### src/rtl/bot_evt_pkg.sv
// -----------------------------------------------------------------------------
// bot_evt_pkg
// Shared definitions for the bot_evt_sync event latch:
//   MAX_CH     - largest supported channel count
//   MAX_CNT_W  - widest overflow counter sat_inc() can handle
//   evt_cmd_e  - per-channel action chosen each cycle from (event, pending, ack)
//   sat_inc()  - saturating increment of a counter of run-time width
// -----------------------------------------------------------------------------
package bot_evt_pkg;

    localparam int MAX_CH    = 16;
    localparam int MAX_CNT_W = 32;

    // EV_SET: capture data and (re)arm pending
    // EV_OVF: event lost because the channel is already pending
    // EV_CLR: acknowledge without a new event
    typedef enum logic [1:0] {
        EV_NONE,
        EV_SET,
        EV_OVF,
        EV_CLR
    } evt_cmd_e;

    // Increment cnt, holding at 2**width - 1. Bits of cnt above width are
    // expected to be zero.
    function automatic logic [MAX_CNT_W-1:0] sat_inc(
        input logic [MAX_CNT_W-1:0] cnt,
        input int                   width
    );
        logic [MAX_CNT_W:0]   max_val;
        logic [MAX_CNT_W-1:0] result;
        max_val = ((MAX_CNT_W+1)'(1) << width) - (MAX_CNT_W+1)'(1);
        if ({1'b0, cnt} >= max_val) begin
            result = cnt;
        end else begin
            result = cnt + MAX_CNT_W'(1);
        end
        return result;
    endfunction

endpackage

### src/rtl/bot_evt_channel.sv
// -----------------------------------------------------------------------------
// bot_evt_channel
// One event channel: synchroniser, edge/level event detect, pending flag,
// data snapshot and saturating overflow counter.
//   clk, rst     - clock, synchronous active-high reset
//   i_evt        - update strobe / level from the producer (may be async)
//   i_data       - data word captured when an event is accepted
//   i_ack        - write-1-to-clear of the pending flag
//   i_ovf_clr    - clear of the overflow counter
//   o_pending    - registered pending flag
//   o_snap       - registered snapshot of i_data
//   o_ovf_cnt    - events lost while pending (saturating)
// -----------------------------------------------------------------------------
module bot_evt_channel
    import bot_evt_pkg::*;
#(
    parameter int DATA_W      = 32,
    parameter int CNT_W       = 8,
    parameter int SYNC_STAGES = 2,
    parameter int EDGE_MODE   = 1
) (
    input  logic              clk,
    input  logic              rst,
    input  logic              i_evt,
    input  logic [DATA_W-1:0] i_data,
    input  logic              i_ack,
    input  logic              i_ovf_clr,
    output logic              o_pending,
    output logic [DATA_W-1:0] o_snap,
    output logic [CNT_W-1:0]  o_ovf_cnt
);

    logic evt_s;
    logic ev;

    // ---------------------------------------------------------------- sync
    generate
        if (SYNC_STAGES > 0) begin : g_sync
            (* ASYNC_REG = "TRUE" *) logic [SYNC_STAGES-1:0] sync_q;

            // NOTE: clocked state is always written with <= so every flop
            // samples the pre-edge value of the others; blocking assignments
            // here would collapse the synchroniser chain into one stage.
            always_ff @(posedge clk) begin
                if (rst) begin
                    sync_q <= '0;
                end else begin
                    sync_q <= SYNC_STAGES'({sync_q, i_evt});
                end
            end

            assign evt_s = sync_q[SYNC_STAGES-1];
        end else begin : g_nosync
            assign evt_s = i_evt;
        end
    endgenerate

    // --------------------------------------------------------- event detect
    generate
        if (EDGE_MODE != 0) begin : g_edge
            logic                 evt_d_q;
            // Fills with ones after reset; the top bit says evt_d_q holds a
            // genuine post-reset sample. Until then the zeros in the sync
            // chain are reset values, not observed lows, so a level held
            // through reset must not look like a rising edge.
            logic [SYNC_STAGES:0] warm_q;

            always_ff @(posedge clk) begin
                if (rst) begin
                    evt_d_q <= 1'b0;
                    warm_q  <= '0;
                end else begin
                    evt_d_q <= evt_s;
                    warm_q  <= (SYNC_STAGES+1)'({warm_q, 1'b1});
                end
            end

            assign ev = evt_s & ~evt_d_q & warm_q[SYNC_STAGES];
        end else begin : g_level
            assign ev = evt_s;
        end
    endgenerate

    // ------------------------------------------------------ priority decode
    evt_cmd_e          cmd;
    logic              pending_q, pending_d;
    logic [DATA_W-1:0] snap_q, snap_d;
    logic [CNT_W-1:0]  ovf_q, ovf_d;

    // NOTE: every variable assigned in an always_comb gets a default at the
    // top of the block, so no path leaves it unassigned and no latch forms.
    always_comb begin
        cmd = EV_NONE;
        if (ev && (!pending_q || i_ack)) begin
            cmd = EV_SET;          // event + ack re-arms, not an overflow
        end else if (ev) begin
            cmd = EV_OVF;
        end else if (i_ack) begin
            cmd = EV_CLR;
        end
    end

    always_comb begin
        pending_d = pending_q;
        snap_d    = snap_q;
        ovf_d     = ovf_q;

        case (cmd)
            EV_SET: begin
                pending_d = 1'b1;
                snap_d    = i_data;
            end
            EV_CLR:  pending_d = 1'b0;
            default: ;
        endcase

        // A clear coincident with a lost event still counts that event.
        if (i_ovf_clr) begin
            ovf_d = (cmd == EV_OVF) ? CNT_W'(1) : '0;
        end else if (cmd == EV_OVF) begin
            ovf_d = CNT_W'(sat_inc(MAX_CNT_W'(ovf_q), CNT_W));
        end
    end

    // NOTE: the snapshot is a plain flop register, not a RAM, so it takes
    // the reset like the rest of the state; a RAM-backed store could not.
    always_ff @(posedge clk) begin
        if (rst) begin
            pending_q <= 1'b0;
            snap_q    <= '0;
            ovf_q     <= '0;
        end else begin
            pending_q <= pending_d;
            snap_q    <= snap_d;
            ovf_q     <= ovf_d;
        end
    end

    assign o_pending = pending_q;
    assign o_snap    = snap_q;
    assign o_ovf_cnt = ovf_q;

endmodule

### src/rtl/bot_evt_sync.sv
// -----------------------------------------------------------------------------
// bot_evt_sync
// Multi-channel event latch with data snapshot between event producers
// (e.g. rojobot31_0) and the CPU GPIO/interrupt inputs.
//   N_CH (1..MAX_CH), DATA_W, CNT_W (1..MAX_CNT_W), SYNC_STAGES, EDGE_MODE
//   clk, rst     - clock, synchronous active-high reset
//   i_evt        - per-channel update strobe / level
//   i_data       - per-channel data, channel k at [k*DATA_W +: DATA_W]
//   i_ack        - per-channel write-1-to-clear of pending
//   i_ovf_clr    - per-channel clear of the overflow counter
//   i_mask       - per-channel interrupt enable
//   o_pending    - registered pending flags
//   o_snap       - registered snapshots, same packing as i_data
//   o_ovf_cnt    - per-channel lost-event counters, channel k at [k*CNT_W +: CNT_W]
//   o_irq        - OR of enabled pending flags
// -----------------------------------------------------------------------------
module bot_evt_sync
    import bot_evt_pkg::*;
#(
    parameter int N_CH        = 1,
    parameter int DATA_W      = 32,
    parameter int CNT_W       = 8,
    parameter int SYNC_STAGES = 2,
    parameter int EDGE_MODE   = 1
) (
    input  logic                   clk,
    input  logic                   rst,
    input  logic [N_CH-1:0]        i_evt,
    input  logic [N_CH*DATA_W-1:0] i_data,
    input  logic [N_CH-1:0]        i_ack,
    input  logic [N_CH-1:0]        i_ovf_clr,
    input  logic [N_CH-1:0]        i_mask,
    output logic [N_CH-1:0]        o_pending,
    output logic [N_CH*DATA_W-1:0] o_snap,
    output logic [N_CH*CNT_W-1:0]  o_ovf_cnt,
    output logic                   o_irq
);

    generate
        for (genvar k = 0; k < N_CH; k++) begin : g_ch
            bot_evt_channel #(
                .DATA_W      (DATA_W),
                .CNT_W       (CNT_W),
                .SYNC_STAGES (SYNC_STAGES),
                .EDGE_MODE   (EDGE_MODE)
            ) u_ch (
                .clk       (clk),
                .rst       (rst),
                .i_evt     (i_evt[k]),
                .i_data    (i_data[k*DATA_W +: DATA_W]),
                .i_ack     (i_ack[k]),
                .i_ovf_clr (i_ovf_clr[k]),
                .o_pending (o_pending[k]),
                .o_snap    (o_snap[k*DATA_W +: DATA_W]),
                .o_ovf_cnt (o_ovf_cnt[k*CNT_W +: CNT_W])
            );
        end
    endgenerate

    // Combinational from registers, so the mask takes effect immediately.
    assign o_irq = |(o_pending & i_mask);

endmodule

### config.mk
export PLATFORM = sky130hd
export DESIGN_NAME = bot_evt_sync
export DESIGN_NICKNAME = d
export VERILOG_FILES = /design/src/rtl/bot_evt_pkg.sv /design/src/rtl/bot_evt_channel.sv /design/src/rtl/bot_evt_sync.sv
export SDC_FILE = /design/constraint.sdc
export NUM_CORES = 1
export LEC_CHECK = 0
export BUFFER_PORTS_ARGS = -buffer_cell sky130_fd_sc_hd__buf_2
export CAP_MARGIN = 20
export CORE_MARGIN = 4
export CORE_UTILIZATION = 51
export DETAILED_ROUTE_END_ITERATION = 8
export PLACE_DENSITY = 0.84
export SLEW_MARGIN = 20
export SYNTH_ARGS = -nofsm -noshare
export SYNTH_HDL_FRONTEND = slang
export SYNTH_SLANG_ARGS = --single-unit
### constraint.sdc
create_clock -name clk -period 3.7 [get_ports clk]
set_input_delay 0.185 -clock clk [delete_from_list [all_inputs] [get_ports clk]]
set_output_delay 0.185 -clock clk [all_outputs]
set_load 0.02 [all_outputs]
==> run_results.csv, run 1 <==
group,metric,value,unit
finish,seqCellArea,941,um2
die,row_count,22,
die,ios,80,
critical_path,end_kind,"flop",
drt,wl_per_cell,12.3,um
sta,min_period,1.94,ns
sta,final_max_slew_viol_count,0,
run,maxCapViolCount,0,
die,core_area,0.00369,mm2
sta,rsz0062_at_grt,"false",
finish,n_antenna_cell,0,
yosys,synthTopCellsByArea,"dfxtp_1 48%, nand2_1 9.9%, a21oi_2 8.9%",
clocking,postCtsSetupRepairBufs,0,
yosys,synthAdderAreaFrac,0.638,%
critical_path,worstPathMaxFanout,32,
yosys,synth_top_family_by_area,"simple AND/OR/NAND/NOR gates",
yosys,yosysUniqueCellTypes,34,
clocking,clk_latency,0.28,ns
yosys,yosysWarnings,0,
die,die_x,70.0,um
drt,drtAntennaViolNets,0,
grt,grtUsageTotal,17.3,%
yosys,synth_top_area_share,48.0,%
yosys,synth-simple-area-share,29.0,%
clocking,clock_sinks,47,
clocking,htreeDepth,2,
yosys,synth-edff-count,0,
finish,multi_input_area,916,um2
grt,grt_max_degree,46,
drt,routed_wl,4.04,mm
yosys,synth_area_per_cell,9.43,um2
placement,gp_congestion,0.784,
yosys,synthFlopType,"dfxtp_1",
sta,fin_skew,0.00445,ns
critical_path,worstPathArrival,2.15,ns
yosys,synth-compound-area-share,15.6,%
drt,firstDrtPassIters,4,
run_status,outcome,"finished clean",
clocking,cts_resized,0,
die,die_h,70.0,um
critical_path,cp_top_family,"simple AND/OR/NAND/NOR gates",
yosys,synth.yosys.seq_area_share,48.0,%
yosys,ys_seq_elements,47,
critical_path,cp.buffers_inverters,0,
critical_path,crit_chain,"nand2b_1, nor2b_4, nand2_1, a21oi_1",
power_and_ir_drop,power.leakage,1.11,nW
clocking,cts_max_path_buffers,2,
finish,drive_gt1_share,47.9,%
clocking,cts_root_buf,"clkbuf_8",
yosys,synth.most_common_cell,"nand2_1",
yosys,netlist_top_cells_count,"52 x nand2_1, 47 x dfxtp_1, 20 x a21oi_2, 20 x nand2_2, 15 x a21oi_1",
critical_path,cpMaxStageDelayCell,"nor2b_4",
yosys,synthCells,208,
placement,port_buffers,79,
clocking,cts.reportedPaths.clkPinSlew,0.08,ns
critical_path,required,3.90,ns
sta,worstMarginPinSlew,0.990,ns
drt,drtIter0Drc,106,
yosys,async_flop_share,0,%
yosys,synth_nets,247,
die,start_util,53.2,%
clocking,cts_tree,"done",
sta,fmax,514,MHz
die,dieArea,0.00490,mm2
sta,min_period_over_period,52.6,%
sta,holdWs,0.112,ns
critical_path,start_kind,"flop",
finish,fin_area,0.00242,mm2
yosys,syn-cell-area,0.00196,mm2
critical_path,critical_path_class,"reg2reg",
power_and_ir_drop,powerDensity,368,mW/mm2
sta,finalSetupViolCount,0,
placement,post-dp-hpwl,2.85,mm
finish,fin_nets,320,
grt,antenna_found_initial,0,
drt,routed-via-count,1625,
power_and_ir_drop,p_total,0.891,mW
yosys,synthXorXnorAreaFrac,0,%
sta,tns,0,ns
yosys,synthMuxAreaShare,1.53,%
grt,grt_pass1_wl,6.98,mm
hold_path,hp-class,"in2reg",
power_and_ir_drop,peakVddDrop,245,uV
sta,finalHoldViolCount,0,
yosys,yosys.area.top_type,"dfxtp_1",
drt,viasPerCell,4.92,
critical_path,slowest_delay,0.86,ns
finish,area_growth_syn_to_layout,23.3,%
clocking,hold_buffers,0,
grt,grt_pass1_vias,1625,
placement,placed_area,0.00232,mm2
clocking,cts_buffers,5,
grt,grt_overflow,0,
sta,max_slew_margin,34.0,%
drt,post-route-drc-count,0,
finish,num-fill-cells,333,
-- sequential cells by signal, summed over array words and instances (netlist names) --
register                  flops
g_ch.u_ch.g_edge.warm_q       3
g_ch.u_ch.g_edge.evt_d_q      1
g_ch.u_ch.o_ovf_cnt           8
g_ch.u_ch.o_pending           1
g_ch.u_ch.o_snap             32
g_ch.u_ch.g_sync.sync_q       2
-- area by class of cell --
type / instances / share of cell area (%)
Clock buffer: 8 / 4.14
Inverter: 2 / 0.310
Multi-Input combinational cell: 146 / 37.8
Sequential cell: 47 / 38.9
Tap cell: 48 / 2.48
Timing Repair Buffer: 79 / 16.3
-- metrics by stage --
step / std cells / worst slack [ns] / util, %
after floorplan: 208 / 2.23 / -
after detailed placement: 322 / 1.76 / 62.9
final: 330 / 1.76 / 65.6
after CTS: 330 / 1.73 / 65.6
after global placement: 322 / 1.85 / 62.9
after global routing: 330 / 1.56 / 65.6
-- report_power, final --
group          switching (mW)  leakage (nW)  internal [mW]
clock                   0.157        0.0515          0.171
sequential            0.00232         0.380          0.511
combinational          0.0284         0.677         0.0216
total                   0.188          1.11          0.703
-- cells in the final DEF, fill, tap and decap left out, types with 2 or more instances in the layout --
cell type,Yosys,routed
buf_2,3,79
nand2_1,52,52
dfxtp_1,47,47
nand2_2,20,20
a21oi_2,20,20
a21oi_1,15,15
clkbuf_8,0,7
nor2b_1,5,5
nand3_1,4,4
o311ai_1,3,3
mux2i_1,3,3
and2_1,2,2
inv_1,2,2
nand2b_1,2,2
nor2_1,2,2
o211a_1,2,2
or3_1,2,2
-- layer usage --
layer	vias up	global-route usage, %	wire (um)
li1	836	-	-
met4	0	6.60	65
met3	6	6.76	385
met1	719	20.0	1790
met5	-	0	0
met2	64	28.8	1800
-- cells by family after synthesis --
kind of cell             Yosys count
buffers and inverters             15
AND/OR/NAND/NOR                  101
AO/OA/AOI/OAI                     41
adder cells (fa/ha/maj)            1
flip-flops                        47
multiplexers                       3
-- path summary, 6_finish.rpt --
| kind | cells past startpoint | endpoint | from | slack, ns |
|---|---|---|---|---|
| hold / removal | 2 | g_ch[0].u_ch.g_sync.sync_q[0]$_SDFF_PP0_ | i_evt | 0.11 |
| setup / recovery | 4 | g_ch[0].u_ch.o_snap[21]$_SDFFE_PP0N_ | g_ch[0].u_ch.o_pending$_SDFFE_PP0P_ | 1.76 |
| hold reg to reg | 1 | g_ch[0].u_ch.g_edge.warm_q[1]$_SDFF_PP0_ | g_ch[0].u_ch.g_edge.warm_q[0]$_DFF_P_ | 0.44 |
| setup reg to reg | 4 | g_ch[0].u_ch.o_snap[21]$_SDFFE_PP0N_ | g_ch[0].u_ch.o_pending$_SDFFE_PP0P_ | 1.76 |
Power figures use the tool's default switching activity.
==> inputs of run 2 (changes only) <==
--- a/config.mk
+++ b/config.mk
@@ -5,12 +5,13 @@
 export SDC_FILE = /design/constraint.sdc
 export NUM_CORES = 1
 export LEC_CHECK = 0
+export ABC_AREA = 1
 export BUFFER_PORTS_ARGS = -buffer_cell sky130_fd_sc_hd__buf_2
 export CAP_MARGIN = 20
 export CORE_MARGIN = 4
-export CORE_UTILIZATION = 51
+export CORE_UTILIZATION = 43
 export DETAILED_ROUTE_END_ITERATION = 8
-export PLACE_DENSITY = 0.84
+export PLACE_DENSITY = 0.76
 export SLEW_MARGIN = 20
 export SYNTH_ARGS = -nofsm -noshare
 export SYNTH_HDL_FRONTEND = slang
==> constraint.sdc (replaced) <==
create_clock -name clk -period 1.7 [get_ports clk]
set_input_delay 0.085 -clock clk [delete_from_list [all_inputs] [get_ports clk]]
set_output_delay 0.085 -clock clk [all_outputs]
set_load 0.02 [all_outputs]
==> run_results.csv, run 2 <==
group,metric,value,unit
run_status,outcome,"finished clean",
grt,grt_max_degree,33,
die,core_area,0.00435,mm2
sta,holdWs,0.0158,ns
yosys,synthTopCellsByArea,"dfxtp_1 48%, nor2_1 14%, o21ai_0 6.2%",
sta,fin_skew,0.00603,ns
finish,layout_commonest_cell,"buf_2",
finish,num-fill-cells,418,
yosys,netlist_top_cells_count,"72 x nor2_1, 47 x dfxtp_1, 27 x nand2_1",
power_and_ir_drop,peakVddDrop,486,uV
clocking,cts_tree,"done",
yosys,synth_top_area_share,48.5,%
drt,met2_wirelength,2.12,mm
sta,tns,0,ns
yosys,yosys.area.top_type,"dfxtp_1",
critical_path,crit_chain,"ha_1, nand2_1, nor2_4, nand2_2, nand2_4, nand2_4, nand2_1, a21oi_2",
critical_path,slowest_delay,0.39,ns
yosys,synthCells,249,
drt,routed-via-count,1804,
grt,grt_pass1_wl,7.26,mm
grt,grt_overflow,0,
grt,antenna_found_initial,0,
critical_path,start_kind,"flop",
drt,top_layer,"met4",
sta,finalHoldViolCount,0,
finish,n_antenna_cell,0,
die,ios,80,
power_and_ir_drop,p_total,2.05,mW
grt,grt_pass1_vias,1710,
finish,fin_nets,368,
sta,final_max_slew_viol_count,0,
drt,wl_met1,1.79,mm
yosys,synth_nets,288,
placement,gp_congestion,0.861,
yosys,yosysUniqueCellTypes,23,
clocking,cts_resized,0,
drt,drtIter0Drc,88,
sta,max_slew_margin,75.4,%
yosys,synth.most_common_cell,"nor2_1",
run,maxCapViolCount,0,
grt,grtUsageTotal,16.5,%
critical_path,required,1.88,ns
drt,wl_per_cell,11.3,um
critical_path,cpMaxStageDelayCell,"dfxtp_1",
finish,drive_gt1_share,33.7,%
sta,worstMarginPinSlew,0.369,ns
sta,finalSetupViolCount,0,
sta,rsz0062_at_grt,"false",
critical_path,worstPathMaxFanout,6,
clocking,cts_buffers,5,
drt,post-route-drc-count,0,
yosys,async_flop_share,0,%
clocking,cts_root_buf,"clkbuf_8",
sta,min_period,1.43,ns
finish,final_cells,381,
clocking,clk_latency,0.29,ns
yosys,syn-cell-area,0.00194,mm2
finish,area_growth_syn_to_layout,27.3,%
placement,port_buffers,79,
clocking,cts_max_path_buffers,2,
drt,viasPerCell,4.73,
sta,min_period_over_period,84.2,%
clocking,hold_buffers,2,
critical_path,cp_top_family,"simple AND/OR/NAND/NOR gates",
finish,fin_area,0.00247,mm2
clocking,clock_sinks,47,
yosys,yosysWarnings,0,
yosys,ys_seq_elements,47,
placement,placed_area,0.00234,mm2
drt,drtAntennaViolNets,0,
power_and_ir_drop,power.leakage,1.26,nW
yosys,synthFlopType,"dfxtp_1",
drt,routed_wl,4.30,mm
drt,firstDrtPassIters,4,
clocking,htreeDepth,2,
clocking,postCtsSetupRepairBufs,0,
finish,largest_reg_flops,32,
critical_path,end_kind,"flop",
critical_path,worstPathArrival,1.61,ns
yosys,synth.yosys.seq_area_share,48.5,%
critical_path,critical_path_class,"reg2reg",
yosys,synth_area_per_cell,7.79,um2
sta,fmax,699,MHz
critical_path,cp.buffers_inverters,0,
placement,dp_cells,372,
die,dieArea,0.00565,mm2
hold_path,hp-class,"in2reg",
die,die_x,75.2,um
power_and_ir_drop,powerDensity,831,mW/mm2
die,start_util,44.6,%
clocking,cts.reportedPaths.clkPinSlew,0.09,ns
die,die_h,75.2,um
finish,final_cell_mix,"79 x buf_2, 72 x nor2_1, 47 x dfxtp_1",
die,row_count,24,
critical_path,rrSetupSlack,0.27,ns
yosys,synth-edff-count,0,
placement,post-dp-hpwl,3.08,mm
drt,wl_met3,338,um
[run 2: layer usage]
| layer | track usage [%] | up-vias |
|---|---|---|
| li1 | - | 936 |
| met1 | 18.9 | 809 |
| met2 | 28.3 | 51 |
| met3 | 6.01 | 8 |
| met4 | 6.02 | 0 |
| met5 | 0 | - |
[run 2: layout make-up]
type	instances	area [um2]	area share [%]
Inverter	22	85.1	3.44
Multi-Input combinational cell	170	830	33.6
Timing Repair Buffer	83	443	17.9
Tap cell	52	65.1	2.63
Sequential cell	47	941	38.1
Clock inverter	2	37.5	1.52
Clock buffer	5	68.8	2.79
[run 2: path summary, 6_finish.rpt]
check | start | endpoint | cells after the start
setup / recovery | g_ch[0].u_ch.o_ovf_cnt[0]$_SDFFE_PP0P_ | g_ch[0].u_ch.o_ovf_cnt[3]$_SDFFE_PP0P_ | 8
hold / removal | i_data[11] | g_ch[0].u_ch.o_snap[11]$_SDFFE_PP0N_ | 3
setup reg to reg | g_ch[0].u_ch.o_ovf_cnt[0]$_SDFFE_PP0P_ | g_ch[0].u_ch.o_ovf_cnt[3]$_SDFFE_PP0P_ | 8
hold reg to reg | g_ch[0].u_ch.g_edge.warm_q[0]$_DFF_P_ | g_ch[0].u_ch.g_edge.warm_q[1]$_SDFF_PP0_ | 2
[run 2: worst register-to-register path: stages (launching register included)]
cell and delay [ns]:
dfxtp_1 0.39, ha_1 0.20, nand2_1 0.13, nor2_4 0.14, nand2_2 0.12, nand2_4 0.11
nand2_4 0.08, nand2_1 0.09, a21oi_2 0.05
[run 2: cells by family (layout without fill, tap and decap cells)]
kind of cell / count (synthesis) / count (layout) / synth area share, %
AOI/OAI and AO/OA: 40 / 40 / 11.3
adders and majority gates: 1 / 1 / 0.645
buffers and inverters: 32 / 112 / 8.77
DFF: 47 / 47 / 48.5
and+or+nand+nor: 129 / 129 / 30.8
[run 2: metrics by stage]
stage,setup WS [ns],util [%]
after CTS,0.259,56.7
after global placement,0.349,53.8
final,0.269,56.7
after floorplan,0.260,-
after detailed placement,0.284,53.8
after global routing,0.117,56.7
[run 2: power by group]
part | internal (mW) | switching [mW] | total [mW]
combinational | 0.0632 | 0.0785 | 0.142
sequential | 1.12 | 0.0101 | 1.13
clock | 0.430 | 0.352 | 0.781
==> inputs of run 3 (changes only) <==
--- a/config.mk
+++ b/config.mk
@@ -9,9 +9,9 @@
 export BUFFER_PORTS_ARGS = -buffer_cell sky130_fd_sc_hd__buf_2
 export CAP_MARGIN = 20
 export CORE_MARGIN = 4
-export CORE_UTILIZATION = 43
+export CORE_UTILIZATION = 47
 export DETAILED_ROUTE_END_ITERATION = 8
-export PLACE_DENSITY = 0.76
+export PLACE_DENSITY = 0.78
 export SLEW_MARGIN = 20
 export SYNTH_ARGS = -nofsm -noshare
 export SYNTH_HDL_FRONTEND = slang
==> constraint.sdc (replaced) <==
create_clock -name clk -period 1.5 [get_ports clk]
set_input_delay 0.075 -clock clk [delete_from_list [all_inputs] [get_ports clk]]
set_output_delay 0.075 -clock clk [all_outputs]
set_load 0.02 [all_outputs]
==> run_results.csv, run 3 (synthesized netlist as in run 2, its figures left out) <==
group,metric,value,unit
drt,viasPerCell,4.71,
drt,post-route-drc-count,0,
grt,antenna_found_initial,0,
drt,drtIter0Drc,55,
power_and_ir_drop,power.leakage,1.38,nW
power_and_ir_drop,peakVddDrop,782,uV
clocking,cts_tree,"done",
sta,finalSetupViolCount,0,
placement,port_buffers,79,
clocking,cts.reportedPaths.clkPinSlew,0.08,ns
finish,final_cell_mix,"79 x buf_2, 72 x nor2_1, 47 x dfxtp_1",
critical_path,end_kind,"flop",
sta,fmax,734,MHz
finish,final_cells,403,
drt,firstDrtPassIters,4,
finish,drive_gt1_share,32.3,%
sta,rsz0062_at_grt,"false",
grt,grt_max_degree,33,
critical_path,critical_path_class,"reg2reg",
finish,largest_reg_flops,32,
die,core_area,0.00400,mm2
finish,n_antenna_cell,0,
clocking,cts_max_path_buffers,2,
placement,dp_cells,372,
sta,min_period_over_period,90.8,%
critical_path,cp_top_family,"simple AND/OR/NAND/NOR gates",
sta,worstMarginPinSlew,0.365,ns
finish,area_growth_syn_to_layout,40.9,%
placement,post-dp-hpwl,3.17,mm
die,ios,80,
drt,drtAntennaViolNets,0,
clocking,cts_root_buf,"clkbuf_8",
sta,fin_skew,0.00634,ns
placement,gp_congestion,0.767,
drt,routed_wl,4.80,mm
die,dieArea,0.00522,mm2
critical_path,cpMaxStageDelayCell,"dfxtp_1",
run,maxCapViolCount,0,
clocking,postCtsSetupRepairBufs,0,
run_status,outcome,"finished clean",
grt,grt_overflow,0,
critical_path,cp.buffers_inverters,0,
critical_path,slowest_delay,0.37,ns
die,die_x,72.3,um
clocking,clk_latency,0.30,ns
clocking,htreeDepth,2,
sta,max_slew_margin,75.7,%
power_and_ir_drop,powerDensity,939,mW/mm2
die,start_util,48.5,%
grt,grtUsageTotal,20.1,%
sta,tns,0,ns
finish,fin_nets,391,
sta,final_max_slew_viol_count,0,
critical_path,start_kind,"flop",
finish,post-route-util,68.3,%
critical_path,worstPathArrival,1.56,ns
hold_path,hp-class,"in2reg",
clocking,clock_sinks,47,
drt,routed-via-count,1898,
critical_path,crit_chain,"ha_1, nand2_2, nor2_4, nand2_2, nand2_4, nand2_4, nand2_1, a21oi_2",
critical_path,required,1.70,ns
grt,grt_pass1_wl,8.22,mm
critical_path,worstPathMaxFanout,6,
drt,wl_per_cell,11.9,um
sta,min_period,1.36,ns
finish,layout_commonest_cell,"buf_2",
sta,finalHoldViolCount,0,
clocking,cts_buffers,5,
die,die_h,72.3,um
die,row_count,23,
grt,grt_pass1_vias,1929,
run 3: cell types whose count changed in the layout (fill, tap and decap cells not counted):
cell | before | now
dlygate4sd3_1 | 2 | 23
buf_12 | 1 | 2
buf_4 | 1 | 2
bufinv_16 | 1 | 2
clkbuf_1 | 0 | 1
clkinvlp_4 | 1 | 0
nand2_1 | 27 | 26
nand2_2 | 3 | 4
run 3: timing repair:
item	CTS	global route
hold buffers	22	1
gates resized for setup	0	1
setup endpoints to repair	0	4
hold endpoints to repair	22	1
run 3: per-layer routing:
layer | up-vias | GRT usage [%] | part of all wire [%]
met5 | - | 0 | 0
met4 | 0 | 8.98 | 2.0
met3 | 11 | 7.76 | 8.1
met2 | 68 | 34.0 | 49
met1 | 840 | 22.1 | 41
li1 | 979 | - | -
run 3: final cells by class:
class                   instances  area [um2]
inverters                      22        85.1
flip-flops and latches         47         941
multi-input cells             170         832
clock inverters                 2        60.1
repair buffers                106         681
clock buffers                   6        72.6
well taps                      50        62.6
fillers                       325        1270
run 3: per-stage QoR:
step / total power, mW / hold slack, ns / cell area (um2) / setup WS (ns)
after CTS: 2.59 / 0.00276 / 2720 / 0.107
after detailed placement: 1.47 / 0.300 / 2370 / 0.121
after global placement: 1.47 / 0.286 / 2370 / 0.175
final: 2.57 / 0.00679 / 2730 / 0.138
after global routing: 2.68 / 0.00168 / 2730 / 0.0124
after floorplan: 1.39 / 0.182 / 1940 / 0.0603
run 3: final timing paths:
path | cells after the start | from | endpoint | slack, ns
max reg2reg | 8 | g_ch[0].u_ch.o_ovf_cnt[1]$_SDFFE_PP0P_ | g_ch[0].u_ch.o_ovf_cnt[0]$_SDFFE_PP0P_ | 0.14
min | 3 | i_data[23] | g_ch[0].u_ch.o_snap[23]$_SDFFE_PP0N_ | 0.007
max | 8 | g_ch[0].u_ch.o_ovf_cnt[1]$_SDFFE_PP0P_ | g_ch[0].u_ch.o_ovf_cnt[0]$_SDFFE_PP0P_ | 0.14
min reg2reg | 2 | g_ch[0].u_ch.g_edge.warm_q[1]$_SDFF_PP0_ | g_ch[0].u_ch.g_edge.warm_q[2]$_SDFF_PP0_ | 0.41
run 3: tightest hold or removal path, delay by kind of cell:
kind | cells | cell delay [ns]
simple gates | 2 | 0.12
buf+inv | 1 | 0.08
run 3: power by group:
group	switching (mW)	internal, mW
Sequential	0.0112	1.27
Clock	0.413	0.666
Combinational	0.101	0.110
